[src/rtl/matrix_ingest_stream_if.sv]
// Handshake, read port and status bundle for matrix_ingest_stream.
// The master drives rows and read requests; the slave (the ingest block) returns status.
interface matrix_ingest_stream_if #(
   parameter int DATA_WIDTH = 64,
   parameter int ADDR_WIDTH = 4
);
   logic                  start;
   logic                  in_valid;
   logic                  in_ready;
   logic [DATA_WIDTH-1:0] in_data;
   logic                  in_last;
   logic                  rd_en;
   logic [ADDR_WIDTH-1:0] rd_addr;
   logic [DATA_WIDTH-1:0] rd_data;
   logic                  rd_valid;
   logic                  loaded;
   logic                  err;
   logic [ADDR_WIDTH:0]   word_count;
   logic [DATA_WIDTH-1:0] checksum;

   modport master (
      output start, in_valid, in_data, in_last, rd_en, rd_addr,
      input  in_ready, rd_data, rd_valid, loaded, err, word_count, checksum
   );

   modport slave (
      input  start, in_valid, in_data, in_last, rd_en, rd_addr,
      output in_ready, rd_data, rd_valid, loaded, err, word_count, checksum
   );
endinterface

[src/rtl/matrix_ingest_stream.sv]
// Streams DEPTH matrix rows into a local RAM, checks framing against in_last,
// keeps a rotate-XOR checksum and serves registered reads in every state.
module matrix_ingest_stream #(
   parameter int DATA_WIDTH = 64,
   parameter int ADDR_WIDTH = 4,
   parameter int DEPTH      = 16
) (
   input  logic                   clk,
   input  logic                   reset,
   matrix_ingest_stream_if.slave  bus
);

   typedef enum logic [1:0] {IDLE, LOAD, DONE, ERR} state_e;

   localparam int                  IDX_W     = (DEPTH > 1) ? $clog2(DEPTH) : 1;
   localparam logic [ADDR_WIDTH:0] LAST_BEAT = (ADDR_WIDTH+1)'(DEPTH - 1);
   localparam logic [ADDR_WIDTH:0] DEPTH_C   = (ADDR_WIDTH+1)'(DEPTH);

   state_e                state_q, state_d;
   logic [ADDR_WIDTH:0]   word_count_q, word_count_d;
   logic [DATA_WIDTH-1:0] checksum_q, checksum_d;
   logic [DATA_WIDTH-1:0] rd_data_q;
   logic                  rd_valid_q;
   logic [DATA_WIDTH-1:0] mem [DEPTH];

   logic in_ready, loaded, err, accept, rd_in_range;

   assign accept      = bus.in_valid & in_ready;
   assign rd_in_range = ({1'b0, bus.rd_addr} < DEPTH_C);

   // NOTE: state updates use <= so every register samples pre-edge values,
   // which is also what gives read-old-data on a same-address read/write.
   always_ff @(posedge clk or posedge reset) begin
      if (reset) begin
         state_q      <= IDLE;
         word_count_q <= '0;
         checksum_q   <= '0;
      end else begin
         state_q      <= state_d;
         word_count_q <= word_count_d;
         checksum_q   <= checksum_d;
      end
   end

   // start wins over any beat presented in the same cycle.
   always_comb begin
      // NOTE: defaults first so no path through this block leaves a latch.
      state_d = state_q;
      if (bus.start) begin
         state_d = LOAD;
      end else if (accept) begin
         if (word_count_q == LAST_BEAT) begin
            state_d = bus.in_last ? DONE : ERR;
         end else if (bus.in_last) begin
            state_d = ERR;
         end
      end
   end

   always_comb begin
      in_ready = 1'b0;
      loaded   = 1'b0;
      err      = 1'b0;
      unique case (state_q)
         LOAD:    in_ready = ~bus.start;
         DONE:    loaded   = 1'b1;
         ERR:     err      = 1'b1;
         default: ;
      endcase
   end

   always_comb begin
      word_count_d = word_count_q;
      checksum_d   = checksum_q;
      if (bus.start) begin
         word_count_d = '0;
         checksum_d   = '0;
      end else if (accept) begin
         word_count_d = word_count_q + 1'b1;
         checksum_d   = {checksum_q[DATA_WIDTH-2:0], checksum_q[DATA_WIDTH-1]} ^ bus.in_data;
      end
   end

   // NOTE: the row RAM has no reset; a matrix survives reset and a plain
   // clocked array maps onto block RAM.
   always_ff @(posedge clk) begin
      if (accept) begin
         mem[word_count_q[IDX_W-1:0]] <= bus.in_data;
      end
   end

   always_ff @(posedge clk or posedge reset) begin
      if (reset) begin
         rd_data_q  <= '0;
         rd_valid_q <= 1'b0;
      end else begin
         rd_valid_q <= bus.rd_en;
         if (bus.rd_en) begin
            rd_data_q <= rd_in_range ? mem[bus.rd_addr[IDX_W-1:0]] : '0;
         end
      end
   end

   assign bus.in_ready   = in_ready;
   assign bus.loaded     = loaded;
   assign bus.err        = err;
   assign bus.word_count = word_count_q;
   assign bus.checksum   = checksum_q;
   assign bus.rd_data    = rd_data_q;
   assign bus.rd_valid   = rd_valid_q;

endmodule

[src/flat_wrapper.sv]
// flat-port wrapper written by rule: the top's interface ports become plain ports
module matrix_ingest_stream_flat 
#(
   parameter int DATA_WIDTH = 64,
   parameter int ADDR_WIDTH = 4,
   parameter int DEPTH      = 16
)
  (clk, reset, bus_start, bus_in_valid, bus_in_data, bus_in_last, bus_rd_en, bus_rd_addr, bus_in_ready, bus_rd_data, bus_rd_valid, bus_loaded, bus_err, bus_word_count, bus_checksum);
  matrix_ingest_stream_if #(.DATA_WIDTH(DATA_WIDTH), .ADDR_WIDTH(ADDR_WIDTH)) bus_i ();
  input  logic clk;
  input  logic reset;
  input wire logic [$bits(bus_i.start)-1:0] bus_start;
  input wire logic [$bits(bus_i.in_valid)-1:0] bus_in_valid;
  input wire logic [$bits(bus_i.in_data)-1:0] bus_in_data;
  input wire logic [$bits(bus_i.in_last)-1:0] bus_in_last;
  input wire logic [$bits(bus_i.rd_en)-1:0] bus_rd_en;
  input wire logic [$bits(bus_i.rd_addr)-1:0] bus_rd_addr;
  output wire logic [$bits(bus_i.in_ready)-1:0] bus_in_ready;
  output wire logic [$bits(bus_i.rd_data)-1:0] bus_rd_data;
  output wire logic [$bits(bus_i.rd_valid)-1:0] bus_rd_valid;
  output wire logic [$bits(bus_i.loaded)-1:0] bus_loaded;
  output wire logic [$bits(bus_i.err)-1:0] bus_err;
  output wire logic [$bits(bus_i.word_count)-1:0] bus_word_count;
  output wire logic [$bits(bus_i.checksum)-1:0] bus_checksum;
  assign bus_i.start = bus_start;
  assign bus_i.in_valid = bus_in_valid;
  assign bus_i.in_data = bus_in_data;
  assign bus_i.in_last = bus_in_last;
  assign bus_i.rd_en = bus_rd_en;
  assign bus_i.rd_addr = bus_rd_addr;
  assign bus_in_ready = bus_i.in_ready;
  assign bus_rd_data = bus_i.rd_data;
  assign bus_rd_valid = bus_i.rd_valid;
  assign bus_loaded = bus_i.loaded;
  assign bus_err = bus_i.err;
  assign bus_word_count = bus_i.word_count;
  assign bus_checksum = bus_i.checksum;
  matrix_ingest_stream #(.DATA_WIDTH(DATA_WIDTH), .ADDR_WIDTH(ADDR_WIDTH), .DEPTH(DEPTH)) u_core (.clk(clk), .reset(reset), .bus(bus_i));
endmodule
[config.mk]
export PLATFORM = sky130hd
export DESIGN_NAME = matrix_ingest_stream_flat
export DESIGN_NICKNAME = d
export VERILOG_FILES = /design/src/rtl/matrix_ingest_stream_if.sv /design/src/rtl/matrix_ingest_stream.sv /design/src/flat_wrapper.sv
export SDC_FILE = /design/constraint.sdc
export NUM_CORES = 1
export LEC_CHECK = 0
export BUFFER_PORTS_ARGS = -buffer_cell sky130_fd_sc_hd__buf_2
export CAP_MARGIN = 10
export CORE_AREA = 2 2 426 428
export CTS_CLUSTER_SIZE = 16
export DETAILED_ROUTE_END_ITERATION = 10
export DIE_AREA = 0 0 428 430
export PLACE_DENSITY = 0.43
export SLEW_MARGIN = 20
export SYNTH_ARGS = -nofsm -noshare
export SYNTH_HDL_FRONTEND = slang
export SYNTH_SLANG_ARGS = --single-unit
[constraint.sdc]
create_clock -name clk -period 5.75 [get_ports clk]
set_input_delay 1.15 -clock clk [delete_from_list [all_inputs] [get_ports clk]]
set_output_delay 1.15 -clock clk [all_outputs]
set_load 0.01 [all_outputs]
# ---- Word-level counts from Yosys, hierarchy flattened
# Memory sizes are Yosys's and may differ from the RTL's. A register that Yosys moved wholly into a read port is not among the register bits.
# Cells that the tools add are included.
# Widths: inputs -> output; s select.
dict set report classes {
  addsub 1
  eq_ne 4
  muxes 14
  mul 0
  bitwise_logic 3
  reduce_logical 3
  shifts 0
  n_div 0
  magnitude_cmp 0
}
# op count
set ops {}
lappend ops {{$mux 64} 2}
lappend ops {{$xor 64x64->64} 1}
lappend ops {{$mux 5} 2}
lappend ops {{$mux 2} 4}
lappend ops {{$mux 1} 6}
lappend ops {{$add 5x1->5 const B} 1}
lappend ops {{$eq 5x4->1 const B} 1}
lappend ops {{$eq 2x2->1 const B} 2}
lappend ops {{$reduce_bool 3->1} 1}
lappend ops {{$eq 2x1->1 const B} 1}
lappend ops {{$reduce_and 2->1} 1}
lappend ops {{$reduce_bool 2->1} 1}
lappend ops {{$and 1x1->1} 1}
lappend ops {{$not 1->1} 1}
dict set report totals {
  latchBits 0
  memories 1
  ramBits 1024
  reg_bits 72
  output_inout_bits 137
  in_bits 74
  word_cells 30
  mem_bits_ro 0
}
# memory depth word_bits read_ports rd_clocked_by_memory_dff write_ports line
set memory_table {}
lappend memory_table {u_core.mem 16 64 1 1 1 matrix_ingest_stream.sv:24} ;# logic [DATA_WIDTH-1:0] mem [DEPTH];

# ---- Depth between registers and ports, before layout
# Gate-level depths: netlist (run 1).
dict set report depth {
  ltp_word 5
  mapped_depth 7
  ltp_nobuf 6
}

# ---- Worst setup path after synthesis (run 1)
# No wires, ideal clock.
dict set report synth_path {
  path_kind {input to register}
  startpoint {in bus_start}
  endpoint {mem u_core.mem[2][0] (enable)}
  path_stages 5
  t_required_ns 5.185
  setup_time_ns 0.565
  slack_ns -1.118
  path_buffers 2
  arrival_ns 6.303
  cell_sequence {clkbuf_1 > nor4bb_1 > buf_2 > nand2_1 > nor3_1}
}
dict set report synth_between {
  elab_chain_len 5
}
# item line
set synth_lines {}
lappend synth_lines {{from (decl)} flat_wrapper.sv:12} ;# input wire logic [$bits(bus_i.start)-1:0] bus_start;
lappend synth_lines {{$not 1->1} matrix_ingest_stream.sv:65} ;# LOAD: in_ready = ~bus.start;
lappend synth_lines {{$mux 1} matrix_ingest_stream.sv:64} ;# unique case (state_q)
lappend synth_lines {{$and 1x1->1} matrix_ingest_stream.sv:28} ;# assign accept = bus.in_valid & in_ready;
lappend synth_lines {{$mux 1} matrix_ingest_stream.sv:87} ;# if (accept) begin
lappend synth_lines {{$mux 1 (implied by the code)} matrix_ingest_stream.sv:88} ;# mem[word_count_q[IDX_W-1:0]] <= bus.in_data;
lappend synth_lines {{to (decl)} matrix_ingest_stream.sv:24}
# Every way passes these cells.

# ---- Worst setup path after layout (run 1)
dict set report layout_path {
  startpoint {in bus_start}
  endpoint {out bus_in_ready}
}
dict set report layout_between {
  elab_chain_len 2
}
# item line
set layout_lines {}
lappend layout_lines {{$not 1->1} matrix_ingest_stream.sv:65}
lappend layout_lines {{$mux 1} matrix_ingest_stream.sv:64}
lappend layout_lines {{to (decl)} flat_wrapper.sv:18} ;# output wire logic [$bits(bus_i.in_ready)-1:0] bus_in_ready;
# Every way passes these cells.

==> impl_metrics.yaml, run 1 <==
worst_setup_path:
  r2r-start: "u_core.state_q[1]"
  r2r_setup_slack_ns: 2.62
  cp.arrival_ns: 2.28
  rr_worst_depth: 5
  critPathLaunchType: "input pin"
  path_class: "input pin to primary output"
  cp.required_ns: 4.60
  r2r-end: "u_core.mem[1][3]"
  worstPathMaxFanout: 73
  critPathCaptureType: "primary output"
clock_network:
  cts_setup_buffers: 0
  clk_pin_slew_worst_paths_ns: 0.06
  hold_buffers: 0
  cts_buffers: 133
  cts.repair.resized: 0
  cts-root-buf: "clkbuf_16"
  htreeDepth: 4
  cts_tree: "done"
  clock_latency_ns: 0.75
  cts.sinks: 1160
  cts_buffer_depth: 3
floorplanning:
  ioPinCount: 211
  rows: 156
  die_x_um: 428
  core-area_um2: 180000
  dieArea_um2: 184000
  initial_core_util_pct: 24.8
  die_h_um: 430
global_routing:
  antenna_found_initial: 8
  first_global_vias: 23000
  overflow: 0
  grt_pass1_wl_um: 171000
  grt_max_degree: 91
  grt.total_usage_pct: 12.9
sta:
  period_needed_ns: 3.43
  tightest_slew_ns: 1.04
  setup_viol_count_final: 0
  finalMaxSlewViolations: 0
  hold_viol: 0
  clock-skew-final_ns: 0.0258
  rsz0062_at_grt: "false"
  fin_crit_sh_pct: 59.7
  clock.fmax_mhz: 291
  fin_hold_ws_ns: 0.398
  setup_tns_ns: 0
  slew_headroom_pct: 30.9
  setup_slack_ns: 2.32
synthesis:
  synth_ff_type: "edfxtp_1"
  syn_avg_cell_area_um2: 21.7
  synth-seq-area-share_pct: 76.7
  synth.area.top_cells: "edfxtp_1 69%, mux4_2 12%, dfrtp_1 7.6%"
  netlist_area_um2: 44500
  post-synth-top-area-fraction_pct: 69.0
  synth.distinct_cells: 37
  ys_ff_latch: 1160
  synthDominantAreaCellType: "edfxtp_1"
  yosysWarningCount: 0
  synth-edff-count: 1024
  synthArstFlopShare_pct: 11.7
  synth_cells: 2050
  syn-num-nets: 2129
route:
  ant_nets: 0
  drtPass1Iterations: 5
  vias_per_cell: 4.42
  drc: 0
  via_count: 21200
  drt-initial-drc-count: 1507
  wl_um: 119000
  wl_per_cell_um: 24.8
power:
  sw_frac_of_total_pct: 22.2
  power_leakage_nw: 17.0
  combPwrFrac_pct: 6.0
  clock_power_share_pct: 44.0
  pwr_density_cell_nw_per_um2: 359
  power_switching_mw: 4.20
  p_int_mw: 14.7
  p_seq_share_pct: 50.0
  power_mw: 18.9
  max-vdd-ir-drop_mv: 0.266
layout:
  drive_above_1_share_pct: 29.9
  fill_cells: 17500
  final_cell_mix: "1,024 x edfxtp_1, 246 x mux4_2, 205 x buf_2, 136 x clkbuf_16, 136 x dfrtp_1"
  area_delta_synth_final_pct: 18.2
  final_nets: 2392
  final_common_cell: "edfxtp_1"
placement:
  place_congestion: 0.696
  dp_hpwl_um: 69500
  port_buffers: 210
  dpl_worst_slack_ns: 1.68
min_path:
  hold_class: "input pin to async pin"
run_status:
  status: "finished, final reports clean"
run:
  drv_cap: 0
## critical path: stages
cell and delay (ns):
buf_4 0.10, buf_4 0.69, nor3b_1 0.14, buf_2 0.19
## worst max-delay path by stage
stage	start	endpoint	slack [ns]	depth (start not counted)
after floorplan	bus_start	u_core.mem[15][0]	0.60	5
after global placement	bus_in_valid	u_core.mem[1][39]	1.74	6
after detailed placement	bus_in_valid	u_core.mem[1][49]	1.68	6
after CTS	bus_start	bus_in_ready	2.27	4
after global routing	bus_start	bus_in_ready	2.21	4
final	bus_start	bus_in_ready	2.32	4
## power groups by stage
stage | combinational [mW] | sequential, mW | clock, mW
global route | 1.24 | 9.47 | 8.86
finish | 1.13 | 9.46 | 8.31
global placement | 1.17 | 9.63 | 0
floorplan | 0.602 | 9.65 | 0
detailed placement | 1.18 | 9.63 | 0
CTS | 1.19 | 9.46 | 8.57
## per-layer routing
metal	global-route usage, %	vias up	share of wire (%)
met5	0	-	0.018
li1	-	9089	-
met4	3.69	4	2.2
met1	15.5	11600	41
met2	23.1	413	53
met3	2.54	143	3.8
## logic make-up (layout without fill, tap and decap cells)
group | after synthesis | after routing | synth area share, %
AOI/OAI and AO/OA | 202 | 202 | 3.25
muxes | 320 | 320 | 14.5
buffers and inverters | 132 | 504 | 2.19
adders and majority gates | 5 | 5 | 0.140
and+or+nand+nor | 167 | 167 | 2.01
xor gates and xnor gates | 64 | 64 | 1.26
other | 0 | 2 | 0
DFF | 1160 | 1160 | 76.7
## cell usage after synthesis (all sizes together) (2+ instances only)
master  count
inv         6
mux2i      64
o21ai      65
ha          5
a211oi      5
nor3        4
clkbuf     50
o22ai      64
xnor2      64
a221oi     64
nor2       84
nand2       6
buf        76
edfxtp   1024
nand3b     59
dfrtp     136
or3         4
a21oi       2
mux4      256
nand2b      3
and2        2
## stage by stage
stage / cells / instance area (um2) / util [%]
floorplan: 2050 / 44600 / -
global placement: 4546 / 48300 / 26.9
detailed placement: 4548 / 48400 / 26.9
CTS: 4792 / 52600 / 29.3
global route: 4794 / 52600 / 29.3
finish: 4794 / 52600 / 29.3
## state kept, by name (all words and copies together), names as in the netlist
register               count
u_core.state_q             2
u_core.bus.word_count      5
u_core.bus.rd_valid        1
u_core.bus.checksum       64
u_core.bus.rd_data        64
u_core.mem              1024
## final cells by class
type / instances / area, um2 / area share, %
flip-flops and latches: 1160 / 34200 / 64.9
clock inverters: 64 / 672 / 1.28
diodes: 2 / 5.00 / 0.00951
well taps: 2370 / 2970 / 5.63
clock buffers: 180 / 3620 / 6.87
repair buffers: 254 / 1610 / 3.06
multi-input cells: 758 / 9590 / 18.2
inverters: 6 / 30.0 / 0.0570
(Power assumes the default switching activity.)
==> run 2, diff against run 1 <==
- clock period: 5.75 -> 3 ns (I/O delays scaled with it)
==> run 2 against run 1 <==
Sequential power grew 91%. Via count rose by 1.7%. Largest power group unchanged. Combinational power up 100%. Design area increased by 1.7%. Setup slack got worse by 1.7 ns. Hold slack lost 0.32 ns. Critical path depth shrank 2. First-iteration DRC count grew 6.3%. Critical endpoint is now bus_word_count[3].
==> impl_metrics.yaml, run 2 (synthesized netlist as in run 1, its figures left out) <==
clock_network:
  htreeDepth: 4
  cts.sinks: 1160
  cts-root-buf: "clkbuf_16"
  cts_tree: "done"
  cts_buffer_depth: 3
  clock_latency_ns: 0.75
  clk_pin_slew_worst_paths_ns: 0.06
  cts_buffers: 130
power:
  p_int_mw: 28.0
  combPwrFrac_pct: 6.3
  power_mw: 36.1
  power_switching_mw: 8.05
  pwr_density_cell_nw_per_um2: 674
  clock_power_share_pct: 43.5
  max-vdd-ir-drop_mv: 0.532
  power_leakage_nw: 17.4
  p_seq_share_pct: 50.3
  sw_frac_of_total_pct: 22.3
layout:
  fill_cells: 17400
  final_common_cell: "edfxtp_1"
  final_nets: 2445
  drive_above_1_share_pct: 31.4
  final_cell_mix: "1,024 x edfxtp_1, 246 x mux4_2, 205 x buf_2, 136 x dfrtp_1, 134 x clkbuf_16"
  area_delta_synth_final_pct: 20.2
  largest_reg_flops: 1024
sta:
  clock-skew-final_ns: 0.0248
  hold_viol: 0
  clock.fmax_mhz: 417
  slew_headroom_pct: 38.7
  fin_crit_sh_pct: 79.8
  rsz0062_at_grt: "false"
  setup_tns_ns: 0
  period_needed_ns: 2.40
  setup_viol_count_final: 0
  tightest_slew_ns: 0.920
  finalMaxSlewViolations: 0
route:
  drt-initial-drc-count: 1602
  wl_um: 122000
  wl_per_cell_um: 25.3
  ant_nets: 0
  via_count: 21600
  drtPass1Iterations: 5
  drc: 0
  vias_per_cell: 4.46
floorplanning:
  dieArea_um2: 184000
  die_h_um: 430
  die_x_um: 428
  core-area_um2: 180000
  rows: 156
  initial_core_util_pct: 24.8
  ioPinCount: 211
global_routing:
  antenna_found_initial: 9
  overflow: 0
  grt_pass1_wl_um: 175000
  grt_max_degree: 130
  first_global_vias: 23400
  grt.total_usage_pct: 13.3
worst_setup_path:
  path_class: "flop to primary output"
  critPathLaunchType: "flop"
  cp.required_ns: 2.40
  critPathCaptureType: "primary output"
  cp.arrival_ns: 1.80
  worstPathMaxFanout: 7
run:
  drv_cap: 0
min_path:
  hold_class: "input pin to flop"
placement:
  port_buffers: 210
  dp_hpwl_um: 72600
  place_congestion: 0.713
run_status:
  status: "finished, final reports clean"
## run 2: routing by layer
| metal | vias to the layer above | GRT usage (%) | part of all wire, % |
|---|---|---|---|
| li1 | 9177 | - | - |
| met1 | 11800 | 16.3 | 42 |
| met2 | 455 | 23.5 | 52 |
| met3 | 168 | 2.81 | 4.0 |
| met4 | 6 | 3.92 | 2.6 |
| met5 | - | 0 | 0.028 |
## run 2: what timing repair did
item	4_1_cts	5_1_grt
gates resized for setup	0	0
hold buffers	1	0
buffers inserted	0	0
hold endpoints to repair	8	0
endpoints found under the setup margin	0	0
## run 2: cell type report
class / count / area (um2) / share of cell area (%)
flip-flops and latches: 1160 / 34200 / 63.8
multi-input cells: 758 / 9600 / 17.9
clock buffers: 181 / 3610 / 6.74
well taps: 2370 / 2970 / 5.54
repair buffers: 310 / 2580 / 4.82
clock inverters: 56 / 597 / 1.11
inverters: 6 / 26.3 / 0.0491
diodes: 1 / 2.50 / 0.00467
## run 2: per-stage QoR
stage                     std cells  hold slack, ns  worst slack [ns]  area, um2  util (%)
after global routing           4842          0.0316             0.511      53500      29.8
after CTS                      4841          0.0164             0.503      53500      29.8
after floorplan                2050           0.575            -0.480      44700         -
after detailed placement       4603           0.541             0.329      49300      27.4
after global placement         4603           0.536             0.304      49300      27.4
final                          4842          0.0740             0.605      53500      29.8
## run 2: final timing paths
path / startpoint / end / slack, ns / depth (start not counted)
max: u_core.bus.word_count[3] / bus_word_count[3] / 0.60 / 2
min: bus_in_last / u_core.state_q[0] / 0.07 / 2
max reg2reg: u_core.state_q[1] / u_core.mem[0][27] / 0.67 / 5
min reg2reg: u_core.bus.checksum[35] / u_core.bus.checksum[35] / 0.55 / 2
max in group asynchronous: reset / u_core.bus.checksum[12] / 1.83 / 4
min in group asynchronous: reset / u_core.bus.rd_data[39] / 0.43 / 3
## run 2: worst max-delay path: stages, from the launching register on
cell	delay, ns
dfrtp_1	0.61
buf_4	0.28
buf_2	0.16
## run 2: power groups by stage
stage	clock network [mW]	registers, mW	logic (mW)
after global routing	16.8	18.2	2.47
after floorplan	0	18.5	1.17
after global placement	0	18.5	2.31
final	15.7	18.1	2.26
after CTS	16.1	18.2	2.34
after detailed placement	0	18.5	2.34
==> run 3, diff against run 2 <==
- clock period: 3 -> 2.05 ns (I/O delays scaled with it)
==> run 3 against run 2 <==
Count of clock-buffer cells in the layout up 2. Via count up 2.3%. Cell count up 3.2%. Total power up 49%. Clock power up 50%. Global-route usage up 0.10 points. Utilization up 1.1 points. Register-to-register slack worse by 0.65 ns. Die area unchanged. First-iteration DRC count down 21%. Setup slack worse by 0.58 ns. Clock skew up 0.0089 ns.
==> impl_metrics.yaml, run 3 (synthesized netlist as in run 1, its figures left out) <==
sta:
  setup_viol_count_final: 0
  hold_viol: 0
  rsz0062_at_grt: "true"
  slew_headroom_pct: 52.6
  period_needed_ns: 2.03
  tightest_slew_ns: 0.711
  clock.fmax_mhz: 493
  finalMaxSlewViolations: 0
  fin_crit_sh_pct: 98.9
  setup_slack_ns: 0.0221
  clock-skew-final_ns: 0.0337
clock_network:
  clock_latency_ns: 0.76
  htreeDepth: 4
  clk_pin_slew_worst_paths_ns: 0.06
  cts.sinks: 1160
  cts-root-buf: "clkbuf_16"
  cts_buffer_depth: 3
  cts_buffers: 135
  cts_tree: "done"
route:
  drt-initial-drc-count: 1262
  wl_per_cell_um: 24.8
  drc: 0
  drtPass1Iterations: 5
  wl_um: 124000
  ant_nets: 0
  via_count: 22100
  vias_per_cell: 4.42
global_routing:
  antenna_found_initial: 10
  first_global_vias: 24200
  overflow: 0
  grt_pass1_wl_um: 177000
  grt.total_usage_pct: 13.4
  grt_max_degree: 87
worst_setup_path:
  worst_path_most_repeated_cell: "buf_12"
  crit_path_cell_trace: "nor4bb_4, buf_12, nand2_8, nor3_4, buf_12, buf_12, buf_16"
  worstSetupStartpoint: "u_core.state_q[1]"
  critPathCaptureType: "flop"
  cp.required_ns: 2.50
  path_class: "flop to flop"
  worstPathMaxFanout: 19
  critPathLaunchType: "flop"
  crit_family: "buffers and inverters"
  crit_path_max_incr_delay_ns: 0.42
  crit_buf_inv: 4
  r2r-start: "u_core.state_q[1]"
  cp.arrival_ns: 2.48
  crit_path_top_delay_cell: "dfrtp_1"
power:
  power_mw: 53.6
  power_leakage_nw: 18.3
  pwr_density_cell_nw_per_um2: 968
  max-vdd-ir-drop_mv: 0.760
min_path:
  hold_class: "input pin to flop"
  worstHoldStart: "bus_in_data[61]"
layout:
  final_cell_mix: "1,024 x edfxtp_1, 246 x mux4_2, 205 x buf_2, 140 x clkbuf_16, 130 x dfrtp_1"
  area_delta_synth_final_pct: 24.4
  final_nets: 2595
  drive_above_1_share_pct: 35.8
  largest_reg_flops: 1024
  final_common_cell: "edfxtp_1"
  fin_area_um2: 55400
floorplanning:
  rows: 156
  initial_core_util_pct: 24.8
  core-area_um2: 180000
  dieArea_um2: 184000
  die_h_um: 430
  die_x_um: 428
  ioPinCount: 211
placement:
  dpl_worst_slack_ns: -0.229
  port_buffers: 210
  place_congestion: 0.733
  dp_hpwl_um: 80000
  post_dp_cell_area_um2: 50600
run:
  drv_cap: 0
run_status:
  status: "finished, final reports clean"
-- run 3: cell count changes in the layout (fill, tap and decap cells not counted), moves of 6 or more --
cell / delta
buf_12: +32
clkbuf_16: +6
dlygate4sd3_1: +12
clkinv_1: -6
clkinv_2: +8
dfrtp_1: -6
buf_6: +7
buf_4: +87
dfrtp_2: +6
-- run 3: final cells by class --
| type | instances | area, um2 |
|---|---|---|
| Fill cell | 17300 | 124000 |
| Inverter | 6 | 26.3 |
| Clock buffer | 183 | 3720 |
| Antenna cell | 1 | 2.50 |
| Sequential cell | 1160 | 34200 |
| Tap cell | 2370 | 2970 |
| Clock inverter | 64 | 661 |
| Multi-Input combinational cell | 758 | 9650 |
| Timing Repair Buffer | 455 | 4240 |
-- run 3: where the power goes --
group          switching, mW  internal [mW]  total (mW)
combinational           2.04           1.52        3.56
sequential             0.345           26.2        26.5
clock                   9.78           13.8        23.5
total                   12.2           41.5        53.6
-- run 3: what timing repair did --
action	CTS	global route
hold buffers	13	0
cloned	2	4
endpoints found under the setup margin	91	73
pin swaps	4	1
setup buffers	3	4
hold endpoints to repair	93	0
resized for setup	13	8
-- run 3: final timing paths --
kind	endpoint	slack, ns	cells after the start
worst max-delay path	u_core.mem[3][2]	0.02	7
worst min-delay path	u_core.mem[10][61]	0.06	1
worst max register to register	u_core.mem[3][2]	0.02	7
worst min register to register	u_core.bus.rd_data[27]	0.55	2
max in group asynchronous	u_core.bus.rd_data[44]	1.13	4
min in group asynchronous	u_core.bus.word_count[4]	0.27	3
-- run 3: stage by stage --
step / TNS (ns) / util [%] / instances / hold slack (ns)
floorplan: -638.07 / - / 2050 / 0.441
global placement: -53.59 / 28.2 / 4723 / 0.511
detailed placement: -43.84 / 28.2 / 4723 / 0.516
CTS: -0.0461 / 30.7 / 4988 / 0.0000173
global route: -0.763 / 30.8 / 4996 / 0.0230
finish: 0 / 30.8 / 4997 / 0.0610
-- run 3: layer usage --
metal	global-route usage, %	up-vias	wire length (um)
met3	2.56	182	4510
met4	3.99	10	3060
met5	0	-	65
met2	24.4	426	65800
li1	-	9505	-
met1	15.9	12000	50500
